`src/rtl/fft_pkg.sv`:
```
// Shared constants and controller state type for the FFT frame controller.
package fft_pkg;
    localparam int FFT_N      = 16;
    localparam int BIN_W      = $clog2(FFT_N);
    localparam int DATA_W_DEF = 16;

    typedef enum logic [1:0] {
        FILL,
        ARM,
        BURST,
        DRAIN
    } fft_state_e;
endpackage

```
`src/rtl/fft_frame_buf.sv`:
```
// Frame sample store: one write port, one read port with registered read (1 cycle).
// No backpressure; the controller never reads and writes the same frame concurrently.
module fft_frame_buf
    import fft_pkg::*;
#(
    parameter int W     = 2 * DATA_W_DEF,
    parameter int DEPTH = FFT_N,
    localparam int AW   = $clog2(DEPTH)
) (
    input  logic          clk,
    input  logic          wr_en,
    input  logic [AW-1:0] wr_addr,
    input  logic [W-1:0]  wr_dat,
    input  logic          rd_en,
    input  logic [AW-1:0] rd_addr,
    output logic [W-1:0]  rd_dat
);
    logic [W-1:0] mem [DEPTH];

    always_ff @(posedge clk) begin
        if (wr_en) mem[wr_addr] <= wr_dat;
        if (rd_en) rd_dat <= mem[rd_addr];
    end
endmodule

```
`src/rtl/fft_frame_ctrl.sv`:
```
// Gathers FFT_N samples, bursts them into the FFT core, tags results 1 cycle after arrival.
// o_ready is high only in FILL. Optional DRAIN timeout when FFT_CTRL_TIMEOUT_EN is defined.
module fft_frame_ctrl
    import fft_pkg::*;
#(
    parameter int DATA_W      = DATA_W_DEF,
    parameter int TIMEOUT_CYC = 256
) (
    input  logic              clk,
    input  logic              i_reset,
    input  logic              i_valid,
    input  logic [DATA_W-1:0] i_re,
    input  logic [DATA_W-1:0] i_im,
    output logic              o_ready,
    output logic              o_fft_valid,
    output logic [DATA_W-1:0] o_fft_re,
    output logic [DATA_W-1:0] o_fft_im,
    input  logic              i_fft_valid,
    input  logic              i_fft_busy,
    input  logic [DATA_W-1:0] i_fft_re,
    input  logic [DATA_W-1:0] i_fft_im,
    input  logic              i_err_clr,
    output logic              o_valid,
    output logic [DATA_W-1:0] o_re,
    output logic [DATA_W-1:0] o_im,
    output logic [BIN_W-1:0]  o_bin,
    output logic              o_sof,
    output logic              o_eof,
    output logic [7:0]        o_frame_cnt,
    output logic              o_busy,
    output logic              o_err
);
    localparam logic [BIN_W-1:0] LAST_IDX = BIN_W'(FFT_N - 1);

    fft_state_e          state, next_state;
    logic [BIN_W-1:0]    wr_ptr, rd_ptr, out_cnt, rd_addr;
    logic                rd_en, accept, beat, last_beat, frame_done, timeout, fft_vld;
    logic [2*DATA_W-1:0] rd_dat;

    assign accept    = i_valid && o_ready;
    assign beat      = i_fft_valid && (state == BURST || state == DRAIN);
    assign last_beat = beat && (out_cnt == LAST_IDX);

    fft_frame_buf #(.W(2 * DATA_W), .DEPTH(FFT_N)) u_buf (
        .clk     (clk),
        .wr_en   (accept),
        .wr_addr (wr_ptr),
        .wr_dat  ({i_re, i_im}),
        .rd_en   (rd_en),
        .rd_addr (rd_addr),
        .rd_dat  (rd_dat)
    );

    // Read one entry ahead so the registered read lines up with each BURST cycle.
    always_comb begin
        next_state = state;
        rd_en      = 1'b0;
        rd_addr    = rd_ptr + BIN_W'(1);
        case (state)
            FILL:  if (accept && wr_ptr == LAST_IDX) next_state = ARM;
            ARM: begin
                if (!i_fft_busy) begin
                    next_state = BURST;
                    rd_en      = 1'b1;
                    rd_addr    = '0;
                end
            end
            BURST: begin
                if (rd_ptr == LAST_IDX) next_state = DRAIN;
                else                    rd_en = 1'b1;
            end
            DRAIN: if (last_beat || frame_done || timeout) next_state = FILL;
            default: next_state = FILL;
        endcase
    end

`ifdef FFT_CTRL_TIMEOUT_EN
    localparam int TIMER_W = $clog2(TIMEOUT_CYC + 1);
    logic [TIMER_W-1:0] timer;

    always_ff @(posedge clk or posedge i_reset) begin
        if (i_reset)             timer <= '0;
        else if (state == DRAIN) timer <= timer + TIMER_W'(1);
        else                     timer <= '0;
    end

    assign timeout = (state == DRAIN) && (timer == TIMER_W'(TIMEOUT_CYC - 1))
                     && !last_beat && !frame_done;
`else
    assign timeout = (TIMEOUT_CYC < 0);
`endif

    always_ff @(posedge clk or posedge i_reset) begin
        if (i_reset) begin
            state       <= FILL;
            wr_ptr      <= '0;
            rd_ptr      <= '0;
            out_cnt     <= '0;
            frame_done  <= 1'b0;
            fft_vld     <= 1'b0;
            o_valid     <= 1'b0;
            o_re        <= '0;
            o_im        <= '0;
            o_bin       <= '0;
            o_sof       <= 1'b0;
            o_eof       <= 1'b0;
            o_frame_cnt <= '0;
            o_err       <= 1'b0;
        end else begin
            state      <= next_state;
            fft_vld    <= (next_state == BURST);
            frame_done <= (state == BURST) && (frame_done || last_beat);
            if (accept)          wr_ptr <= wr_ptr + BIN_W'(1);
            if (state == BURST)  rd_ptr <= rd_ptr + BIN_W'(1);

            if (last_beat || timeout) out_cnt <= '0;
            else if (beat)            out_cnt <= out_cnt + BIN_W'(1);
            if (last_beat) o_frame_cnt <= o_frame_cnt + 8'd1;

            o_valid <= beat;
            o_re    <= beat ? i_fft_re : '0;
            o_im    <= beat ? i_fft_im : '0;
            o_bin   <= beat ? out_cnt : '0;
            o_sof   <= beat && (out_cnt == '0);
            o_eof   <= last_beat;

            // A stray result outside BURST/DRAIN wins over a same-cycle clear.
            if ((i_fft_valid && !beat) || timeout) o_err <= 1'b1;
            else if (i_err_clr)                    o_err <= 1'b0;
        end
    end

    assign o_ready     = (state == FILL);
    assign o_busy      = (state != FILL);
    assign o_fft_valid = fft_vld;
    assign o_fft_re    = fft_vld ? rd_dat[2*DATA_W-1:DATA_W] : '0;
    assign o_fft_im    = fft_vld ? rd_dat[DATA_W-1:0] : '0;
endmodule

```
`config.mk`:
```
export PLATFORM = sky130hd
export DESIGN_NAME = fft_frame_ctrl
export DESIGN_NICKNAME = d
export VERILOG_FILES = /design/src/rtl/fft_pkg.sv /design/src/rtl/fft_frame_buf.sv /design/src/rtl/fft_frame_ctrl.sv
export SDC_FILE = /design/constraint.sdc
export NUM_CORES = 1
export LEC_CHECK = 0
export CAP_MARGIN = 20
export CORE_UTILIZATION = 57
export CTS_CLUSTER_SIZE = 14
export DETAILED_ROUTE_END_ITERATION = 16
export DONT_BUFFER_PORTS = 1
export PLACE_DENSITY = 0.84
export SYNTH_ARGS = -nofsm -noshare
export SYNTH_HDL_FRONTEND = slang
export SYNTH_HIERARCHICAL = 1
export SYNTH_SLANG_ARGS = --single-unit
```
`constraint.sdc`:
```
create_clock -name clk -period 4.12 [get_ports clk]
set_input_delay 0.618 -clock clk [delete_from_list [all_inputs] [get_ports clk]]
set_output_delay 0.618 -clock clk [all_outputs]
set_load 0.05 [all_outputs]
```
==> results.sh, run 1 <==
export IMPL_setup_viol_count_final=0
export IMPL_p_switching_uw=6250
export IMPL_die_area_um2=41000
export IMPL_tns_ns=0
export IMPL_combPwrFrac_pct=31.4
export IMPL_max_cap_violations=0
export IMPL_synth_seq_cells=608
export IMPL_min_period_ns=3.10
export IMPL_initial_core_util_pct=57.7
export IMPL_drtPass1Iterations=5
export IMPL_maxSlewViolCount=0
export IMPL_powerDensity_nw_per_um2=751
export IMPL_grtUsageTotal_pct=25.8
export IMPL_cts_tree="yes"
export IMPL_worstSkewPairLatency_ns=0.63
export IMPL_synth_area_um2=22900
export IMPL_final_util_pct=64.6
export IMPL_postRouteAntennaNets=0
export IMPL_antennaDiodeCount=0
export IMPL_p_total_uw=19300
export IMPL_area_growth_pct=12.0
export IMPL_setup_worst_path_class="reg2reg"
export IMPL_drt_iter0_markers=1151
export IMPL_grt_max_degree=61
export IMPL_cts_root_buf="clkbuf_16"
export IMPL_critPathLaunchType="register"
export IMPL_p_leak_uw=0.00847
export IMPL_syn_area_per_cell_um2=21.4
export IMPL_p_int_uw=13000
export IMPL_max_vdd_ir_drop_mv=0.673
export IMPL_rsz0062_at_grt="no"
export IMPL_cp_max_fo=17
export IMPL_gr_total_overflow=0
export IMPL_die_w_um=202
export IMPL_rows=73
export IMPL_required_ns=4.60
export IMPL_power_share_clock_pct=27.1
export IMPL_cts_resized_gates=0
export IMPL_power_frac_seq_pct=41.5
export IMPL_clockBufferDepth=3
export IMPL_antenna_found_initial=0
export IMPL_dp_hpwl_um=26000
export IMPL_hold_class="in2reg"
export IMPL_fin_worst_skew_ns=0.0300
export IMPL_hold_violations=0
export IMPL_synth_seq_area_share_pct=78.3
export IMPL_wl_um=51400
export IMPL_nFillCells=2458
export IMPL_synth_edf_count=544
export IMPL_grt_pass1_wl_um=75600
export IMPL_cts_buffers=57
export IMPL_slew_headroom_pct=28.6
export IMPL_numClockSinks=608
export IMPL_fmax_mhz=323
export IMPL_port_buffers=0
export IMPL_whs_ns=0.0838
export IMPL_worstMarginPinSlew_ns=1.07
export IMPL_grt_pass1_vias=11500
export IMPL_arrival_ns=3.58
export IMPL_gp_congestion=0.766
export IMPL_drive_gt1_share_pct=24.5
export IMPL_p_sw_share_pct=32.4
export IMPL_synth_nets=1150
export IMPL_yosysWarnings=6
export IMPL_outcome="finished clean"
export IMPL_min_period_over_period_pct=75.1
export IMPL_htree_num_levels=2
export IMPL_endpoint_kind="register"
export IMPL_fp_coreArea_um2=39700
export IMPL_ys_types=41
export IMPL_routedWlPerCell_um=30.5
export IMPL_drc=0
export IMPL_die_h_um=202
export IMPL_ys_flop_type="edfxtp_1"
export IMPL_final_nets=1193
export IMPL_vias_per_cell=6.53
export IMPL_clkSlewWorstSetupHoldPaths_ns=0.07
export IMPL_synth_cells=1071
export IMPL_dr_total_vias=11000
export IMPL_async_reset_ff_share_pct=10.5
export IMPL_ios=153
[final timing paths]
path | from | end | slack, ns | cells after the start
setup / recovery | state[1] | u_buf/rd_dat[13] | 1.02 | 8
hold / removal | i_im[10] | u_buf/mem[2][10] | 0.08 | 0
setup reg to reg | state[1] | u_buf/rd_dat[13] | 1.02 | 8
hold reg to reg | frame_done | frame_done | 0.51 | 2
max in group asynchronous | i_reset | o_re[11] | 2.70 | 3
min in group asynchronous | i_reset | rd_ptr[1] | 0.50 | 2
[cells in the mapped netlist, types with 4 or more instances]
cell	number	area (µm²)
nor3_1	5	25.0
ha_1	9	113
and2_1	67	419
nor2b_1	5	31.3
nand4_1	5	31.3
mux4_2	128	2880
inv_1	11	41.3
clkbuf_1	23	86.3
buf_2	5	25.0
nand2_1	41	154
xnor2_1	13	114
nand3_1	7	35.0
a22oi_1	64	480
edfxtp_1	544	16300
nor2_1	21	78.8
buf_1	9	33.8
dfrtp_1	64	1600
buf_4	11	82.6
nand2b_1	4	25.0
[per-stage QoR]
step | setup slack [ns] | area, µm² | std cells
3_3_place_gp | 1.24 | 23800 | 1579
5_1_grt | 0.918 | 25700 | 1683
2_1_floorplan | 0.384 | 22900 | 1071
3_5_place_dp | 1.14 | 23800 | 1579
6_report | 1.02 | 25700 | 1683
4_1_cts | 1.08 | 25700 | 1683
[routing by layer]
| layer | vias up | wire [µm] | part of all wire, % | global-route usage [%] |
|---|---|---|---|---|
| li1 | 4437 | - | - | - |
| met1 | 5725 | 18200 | 35 | 33.1 |
| met2 | 694 | 26100 | 51 | 42.6 |
| met3 | 138 | 4920 | 9.6 | 5.55 |
| met4 | 0 | 2130 | 4.1 | 12.0 |
| met5 | - | 0 | 0 | 0 |
[power by group through the flow]
stage | registers [µW] | logic (µW) | clock network [µW]
2_1_floorplan | 7960 | 4510 | 0
3_3_place_gp | 8070 | 5800 | 0
3_5_place_dp | 8110 | 5960 | 0
4_1_cts | 8010 | 6080 | 5290
5_1_grt | 8050 | 6420 | 5510
6_report | 8000 | 6060 | 5210
[layout by cell type, fill, tap and decap left out, types with 2 or more instances in the layout]
master,n
nand3_1,7
inv_1,10
nand3b_1,2
clkinv_1,7
mux2_2,2
inv_2,3
bufinv_16,5
xnor2_1,13
nor3_4,4
clkinv_2,12
a211oi_1,2
clkbuf_16,59
clkbuf_4,2
nand2b_1,4
edfxtp_1,544
nor3_2,2
buf_4,29
nor2_1,7
clkinvlp_4,2
dfrtp_1,63
nor2b_1,2
xor2_1,3
clkbuf_1,9
clkinv_4,3
and2_1,66
mux4_2,128
nand2_1,41
nand4_1,5
a21oi_1,3
o21ai_0,3
buf_12,5
a22oi_1,64
nor2_4,14
ha_1,9
nor2b_4,3
[sequential cells by signal (all words and copies together), names as in the netlist, 2 cells and up]
name and flops:
o_bin 4, out_cnt 4, o_re 16, u_buf/mem 512, rd_ptr 4, o_frame_cnt 8, wr_ptr 4, state 2
o_im 16, u_buf/rd_dat 32
[critical path, stage by stage, from the launching register on]
cell	delay, ns
dfrtp_1	0.39
inv_1	0.08
ha_1	0.26
nor2b_1	0.22
nor2_1	0.40
and2_1	0.87
buf_4	0.46
a22oi_1	0.15
nand2_1	0.12
[logic make-up (layout without fill, tap and decap cells)]
group                      count (synthesis)  in the layout  synth area share, %
adders and majority gates                  9              9                0.492
xor gates and xnor gates                  16             16                0.612
buffers and inverters                     64            151                 1.35
DFF                                      608            608                 78.3
AOI/OAI and AO/OA                         80             80                 2.72
muxes                                    131            131                 12.7
and+or+nand+nor                          163            163                 3.80
[cell type report]
class                      instances  area, µm²  share of cell area [%]
multi-input combinational        399       4840                    18.8
tap                              525        657                    2.56
inverter                          13       48.8                   0.190
sequential                       608      17900                    69.9
clock buffer                      71       1540                    6.00
clock inverter                    32        320                    1.25
timing repair buffer              35        328                    1.28
[what timing repair did]
item / in CTS / in global routing
hold endpoints to repair: 22 / 0
hold buffers: 1 / 0
buffers inserted: 0 / 0
(Power assumes the default switching activity.)
==> run 2: changes to the inputs <==
clock period = 2.76 ns   (was 4.12 ns; I/O delays follow)
==> results.sh, run 2 (same netlist as run 1, synthesis figures left out) <==
export IMPL_die_area_um2=41000
export IMPL_max_cap_violations=0
export IMPL_design_area_um2=26800
export IMPL_worstMarginPinSlew_ns=0.883
export IMPL_hold_violations=0
export IMPL_fp_coreArea_um2=39700
export IMPL_slowest_delay_ns=0.40
export IMPL_final_cell_mix="544 x edfxtp_1, 128 x mux4_2, 69 x dlygate4sd3_1"
export IMPL_violations="DRC"
export IMPL_drc=1
export IMPL_fmax_mhz=378
export IMPL_p_total_uw=29400
export IMPL_p_leak_uw=0.00892
export IMPL_drive_gt1_share_pct=24.9
export IMPL_p_sw_share_pct=33.1
export IMPL_max_vdd_ir_drop_mv=0.900
export IMPL_hold_class="in2reg"
export IMPL_r2r_end="u_buf/rd_dat[13]"
export IMPL_min_period_over_period_pct=95.7
export IMPL_powerDensity_nw_per_um2=1100
export IMPL_fin_cells=1780
export IMPL_grt_pass1_vias=11800
export IMPL_ios=153
export IMPL_r2r_start="state[1]"
export IMPL_antennaDiodeCount=0
export IMPL_cts_buffers=57
export IMPL_arrival_ns=3.01
export IMPL_grtUsageTotal_pct=26.4
export IMPL_crit_family="simple AND/OR/NAND/NOR gates"
export IMPL_area_growth_pct=16.8
export IMPL_crit_path_start="state[1]"
export IMPL_nFillCells=2344
export IMPL_dp_cells=1601
export IMPL_rsz0062_at_grt="no"
export IMPL_critPathSlowestCell="and2_4"
export IMPL_drt_iter0_markers=1455
export IMPL_power_frac_seq_pct=40.5
export IMPL_p_int_uw=19700
export IMPL_final_nets=1290
export IMPL_htree_num_levels=2
export IMPL_min_period_ns=2.64
export IMPL_r2r_slack_ns=0.12
export IMPL_endpoint_kind="register"
export IMPL_grt_max_degree=46
export IMPL_gr_total_overflow=0
export IMPL_routedWlPerCell_um=30.1
export IMPL_power_share_clock_pct=25.1
export IMPL_grt_pass1_wl_um=77600
export IMPL_crit_chain="inv_1, ha_1, buf_4, nand2b_1, and2_4, buf_12, mux4_2, a22oi_1, nand2_1"
export IMPL_wl_um=53700
export IMPL_die_w_um=202
export IMPL_port_buffers=0
export IMPL_critPathLaunchType="register"
export IMPL_die_h_um=202
export IMPL_p_switching_uw=9730
export IMPL_rows=73
export IMPL_final_util_pct=67.3
export IMPL_worst_path_buf_inv=3
export IMPL_combPwrFrac_pct=34.4
export IMPL_top_regs="u_buf/mem x512, u_buf/rd_dat x32"
export IMPL_hold_depth=2
export IMPL_required_ns=3.13
export IMPL_clkSlewWorstSetupHoldPaths_ns=0.06
export IMPL_top_register="u_buf/mem"
export IMPL_dr_total_vias=11500
export IMPL_antenna_found_initial=3
export IMPL_fin_worst_skew_ns=0.0249
export IMPL_reg2reg_depth=9
export IMPL_layout_commonest_cell="edfxtp_1"
export IMPL_setup_worst_path_class="reg2reg"
export IMPL_cts_root_buf="clkbuf_16"
export IMPL_whs_endpoint="state[0]"
export IMPL_numClockSinks=608
export IMPL_initial_core_util_pct=57.7
export IMPL_largest_register_ffs=512
export IMPL_worstSkewPairLatency_ns=0.63
export IMPL_postRouteAntennaNets=0
export IMPL_placed_area_um2=24300
export IMPL_slew_headroom_pct=41.0
export IMPL_drtPass1Iterations=11
export IMPL_maxSlewViolCount=0
export IMPL_dp_hpwl_um=27200
export IMPL_cp_max_fo=34
export IMPL_vias_per_cell=6.45
export IMPL_setup_viol_count_final=0
export IMPL_clockBufferDepth=3
export IMPL_cts_tree="yes"
export IMPL_hp_start="i_valid"
export IMPL_outcome="complete, but fails checks"
export IMPL_gp_congestion=0.769
-- run 2: cell count changes in the layout (fill, tap and decap cells not counted), sizes merged --
cell         delta
clkbuf          +2
inv             +4
clkinvlp        -2
nor2            +1
buf            +28
bufinv          -4
dlygate4sd3    +68
-- run 2: worst max path at each step --
stage | cells past startpoint | slack (ns) | to
after global placement | 8 | 0.08 | u_buf/rd_dat[12]
final | 9 | 0.12 | u_buf/rd_dat[13]
after CTS | 9 | 0.03 | u_buf/rd_dat[13]
after global routing | 9 | 0.05 | u_buf/rd_dat[13]
after floorplan | 6 | 0.003 | u_buf/mem[0][0]
after detailed placement | 8 | -0.03 | u_buf/rd_dat[12]
-- run 2: final cells by class --
type                            count  area, µm²  share of cell area (%)
Inverter                           13       48.8                   0.182
Timing Repair Buffer              131       1510                    5.63
Clock inverter                     30        199                   0.744
Sequential cell                   608      17900                    67.1
Clock buffer                       73       1530                    5.72
Tap cell                          525        657                    2.46
Multi-Input combinational cell    400       4870                    18.2
-- run 2: per-layer routing --
metal / global-route usage [%] / share of wire, % / vias to the layer above
met1: 35.8 / 36 / 5924
met3: 5.36 / 11 / 117
li1: - / - / 4644
met4: 8.89 / 2.5 / 4
met5: 0 / 0.041 / -
met2: 43.4 / 50 / 795
-- run 2: timing repair --
item,CTS,global route
hold buffers,69,0
endpoints found under the setup margin,7,3
pin swaps,1,0
gates resized for setup,1,3
hold endpoints to repair,593,0
gates cloned,1,0
setup buffers,0,6
-- run 2: metrics by stage --
stage          TNS [ns]  setup WS, ns  hold WS (ns)
5_1_grt               0        0.0483         0.194
6_report              0         0.118         0.189
3_3_place_gp          0        0.0797         0.484
4_1_cts               0        0.0316         0.172
3_5_place_dp     -0.102       -0.0344         0.495
2_1_floorplan         0       0.00326         0.463
-- run 2: power groups by stage --
stage	clock (µW)	combinational, µW	sequential [µW]
global route	7770	10600	12000
detailed placement	0	9490	12100
CTS	7440	10000	11900
floorplan	0	6830	11900
global placement	0	9230	12000
finish	7380	10100	11900
==> run 3: changes to the inputs <==
SETUP_SLACK_MARGIN = 0.5   (was default)
==> results.sh, run 3 (same netlist as run 1, synthesis figures left out) <==
export IMPL_antenna_found_initial=1
export IMPL_critPathLaunchType="register"
export IMPL_gr_total_overflow=0
export IMPL_hold_violations=0
export IMPL_drive_gt1_share_pct=36.0
export IMPL_crit_family="buffers and inverters"
export IMPL_nFillCells=2057
export IMPL_whs_ns=0.0858
export IMPL_p_leak_uw=0.00979
export IMPL_top_regs="u_buf/mem x512, u_buf/rd_dat x32"
export IMPL_vias_per_cell=6.85
export IMPL_setup_viol_count_final=0
export IMPL_tns_ns=0
export IMPL_grt_pass1_wl_um=85600
export IMPL_drc=1
export IMPL_cp_max_fo=8
export IMPL_worst_path_buf_inv=4
export IMPL_clkSlewWorstSetupHoldPaths_ns=0.06
export IMPL_drt_iter0_markers=1824
export IMPL_hold_class="in2reg"
export IMPL_cts_buffers=57
export IMPL_min_period_ns=2.62
export IMPL_port_buffers=0
export IMPL_initial_core_util_pct=57.7
export IMPL_dpl_worst_slack_ns=0.0705
export IMPL_top_register="u_buf/mem"
export IMPL_drtPass1Iterations=11
export IMPL_die_h_um=202
export IMPL_postRouteAntennaNets=0
export IMPL_rows=73
export IMPL_die_w_um=202
export IMPL_grtUsageTotal_pct=29.6
export IMPL_max_cap_violations=0
export IMPL_design_area_um2=29000
export IMPL_crit_chain="ha_4, nor2b_4, buf_6, nor2_4, buf_12, buf_16, buf_12, mux4_2, a22oi_2, nand2_1"
export IMPL_cts_tree="yes"
export IMPL_required_ns=3.11
export IMPL_grt_max_degree=45
export IMPL_rsz0062_at_grt="yes"
export IMPL_layout_commonest_cell="edfxtp_1"
export IMPL_placed_area_um2=24200
export IMPL_slowest_delay_ns=0.56
export IMPL_max_vdd_ir_drop_mv=0.609
export IMPL_routedWlPerCell_um=38.4
export IMPL_cts_root_buf="clkbuf_16"
export IMPL_fin_worst_skew_ns=0.0223
export IMPL_outcome="complete, but fails checks"
export IMPL_maxSlewViolCount=0
export IMPL_grt_pass1_vias=12600
export IMPL_clockBufferDepth=3
export IMPL_final_cell_mix="544 x edfxtp_1, 128 x mux4_2, 82 x clkbuf_16"
export IMPL_worst_slack_ns=0.139
export IMPL_htree_num_levels=2
export IMPL_wl_um=72100
export IMPL_area_growth_pct=26.4
export IMPL_violations="DRC"
export IMPL_dp_hpwl_um=26400
export IMPL_numClockSinks=608
export IMPL_dr_total_vias=12900
export IMPL_setup_worst_path_class="reg2reg"
export IMPL_crit_top_cell="buf_12"
export IMPL_die_area_um2=41000
export IMPL_ios=153
export IMPL_final_nets=1386
export IMPL_endpoint_kind="register"
export IMPL_min_period_over_period_pct=94.9
export IMPL_largest_register_ffs=512
export IMPL_gp_congestion=0.767
export IMPL_critPathSlowestCell="mux4_2"
export IMPL_slew_headroom_pct=48.8
export IMPL_arrival_ns=2.97
export IMPL_fmax_mhz=382
export IMPL_worstSkewPairLatency_ns=0.63
export IMPL_powerDensity_nw_per_um2=1150
export IMPL_fp_coreArea_um2=39700
export IMPL_worstMarginPinSlew_ns=0.766
-- run 3: cell types whose count changed in the layout (fill, tap and decap cells not counted), sizes merged, moves of 2 or more --
cell / previous run / this run
buf: 62 / 134
clkbuf: 73 / 98
inv: 19 / 13
clkinvlp: 0 / 3
nor2b: 5 / 7
-- run 3: final cells by class --
type	count	area, µm²	share of cell area [%]
Multi-Input combinational cell	401	5200	17.9
Clock buffer	74	1510	5.22
Tap cell	525	657	2.27
Inverter	13	56.3	0.194
Timing Repair Buffer	226	3390	11.7
Antenna cell	1	2.50	0.00864
Clock inverter	29	211	0.730
Sequential cell	608	17900	61.9
-- run 3: through the flow --
stage	power (µW)	cells	utilization, %
global route	33900	1877	72.9
CTS	31100	1816	69.7
floorplan	19000	1071	-
finish	33200	1877	72.9
global placement	21100	1596	60.9
detailed placement	21400	1596	60.9
-- run 3: where the power goes --
part | switching [µW] | total, µW | internal [µW]
clock network | 3520 | 7570 | 4050
logic | 7420 | 13700 | 6280
registers | 729 | 12000 | 11200
total | 11700 | 33200 | 21600
-- run 3: path summary, 6_finish.rpt --
check	from	endpoint	slack, ns	cells past startpoint
setup / recovery	state[0]	u_buf/rd_dat[24]	0.14	10
hold / removal	i_valid	wr_ptr[0]	0.09	3
setup reg to reg	state[0]	u_buf/rd_dat[24]	0.14	10
hold reg to reg	frame_done	frame_done	0.50	2
max in group asynchronous	i_reset	o_fft_valid	1.87	3
min in group asynchronous	i_reset	o_bin[0]	0.23	2
-- run 3: layer usage --
layer	up-vias	GRT usage [%]	part of all wire [%]
met4	0	13.2	7.2
met2	1203	50.7	50
li1	4867	-	-
met5	-	0	0
met1	6493	36.4	31
met3	289	6.58	12
-- run 3: repair_timing --
item / 4_1_cts / 5_1_grt
cloned: 16 / 33
endpoints found under the setup margin: 242 / 381
setup buffers: 33 / 27
hold endpoints to repair: 563 / 0
hold buffers: 68 / 0
pin swaps: 46 / 31
gates resized for setup: 122 / 63
-- run 3: worst reg2reg max path, cell delays in order, from the launching register on --
cell	delay [ns]
dfrtp_1	0.41
ha_4	0.18
nor2b_4	0.12
buf_6	0.11
nor2_4	0.13
buf_12	0.19
buf_16	0.17
buf_12	0.14
mux4_2	0.56
a22oi_2	0.23
nand2_1	0.12
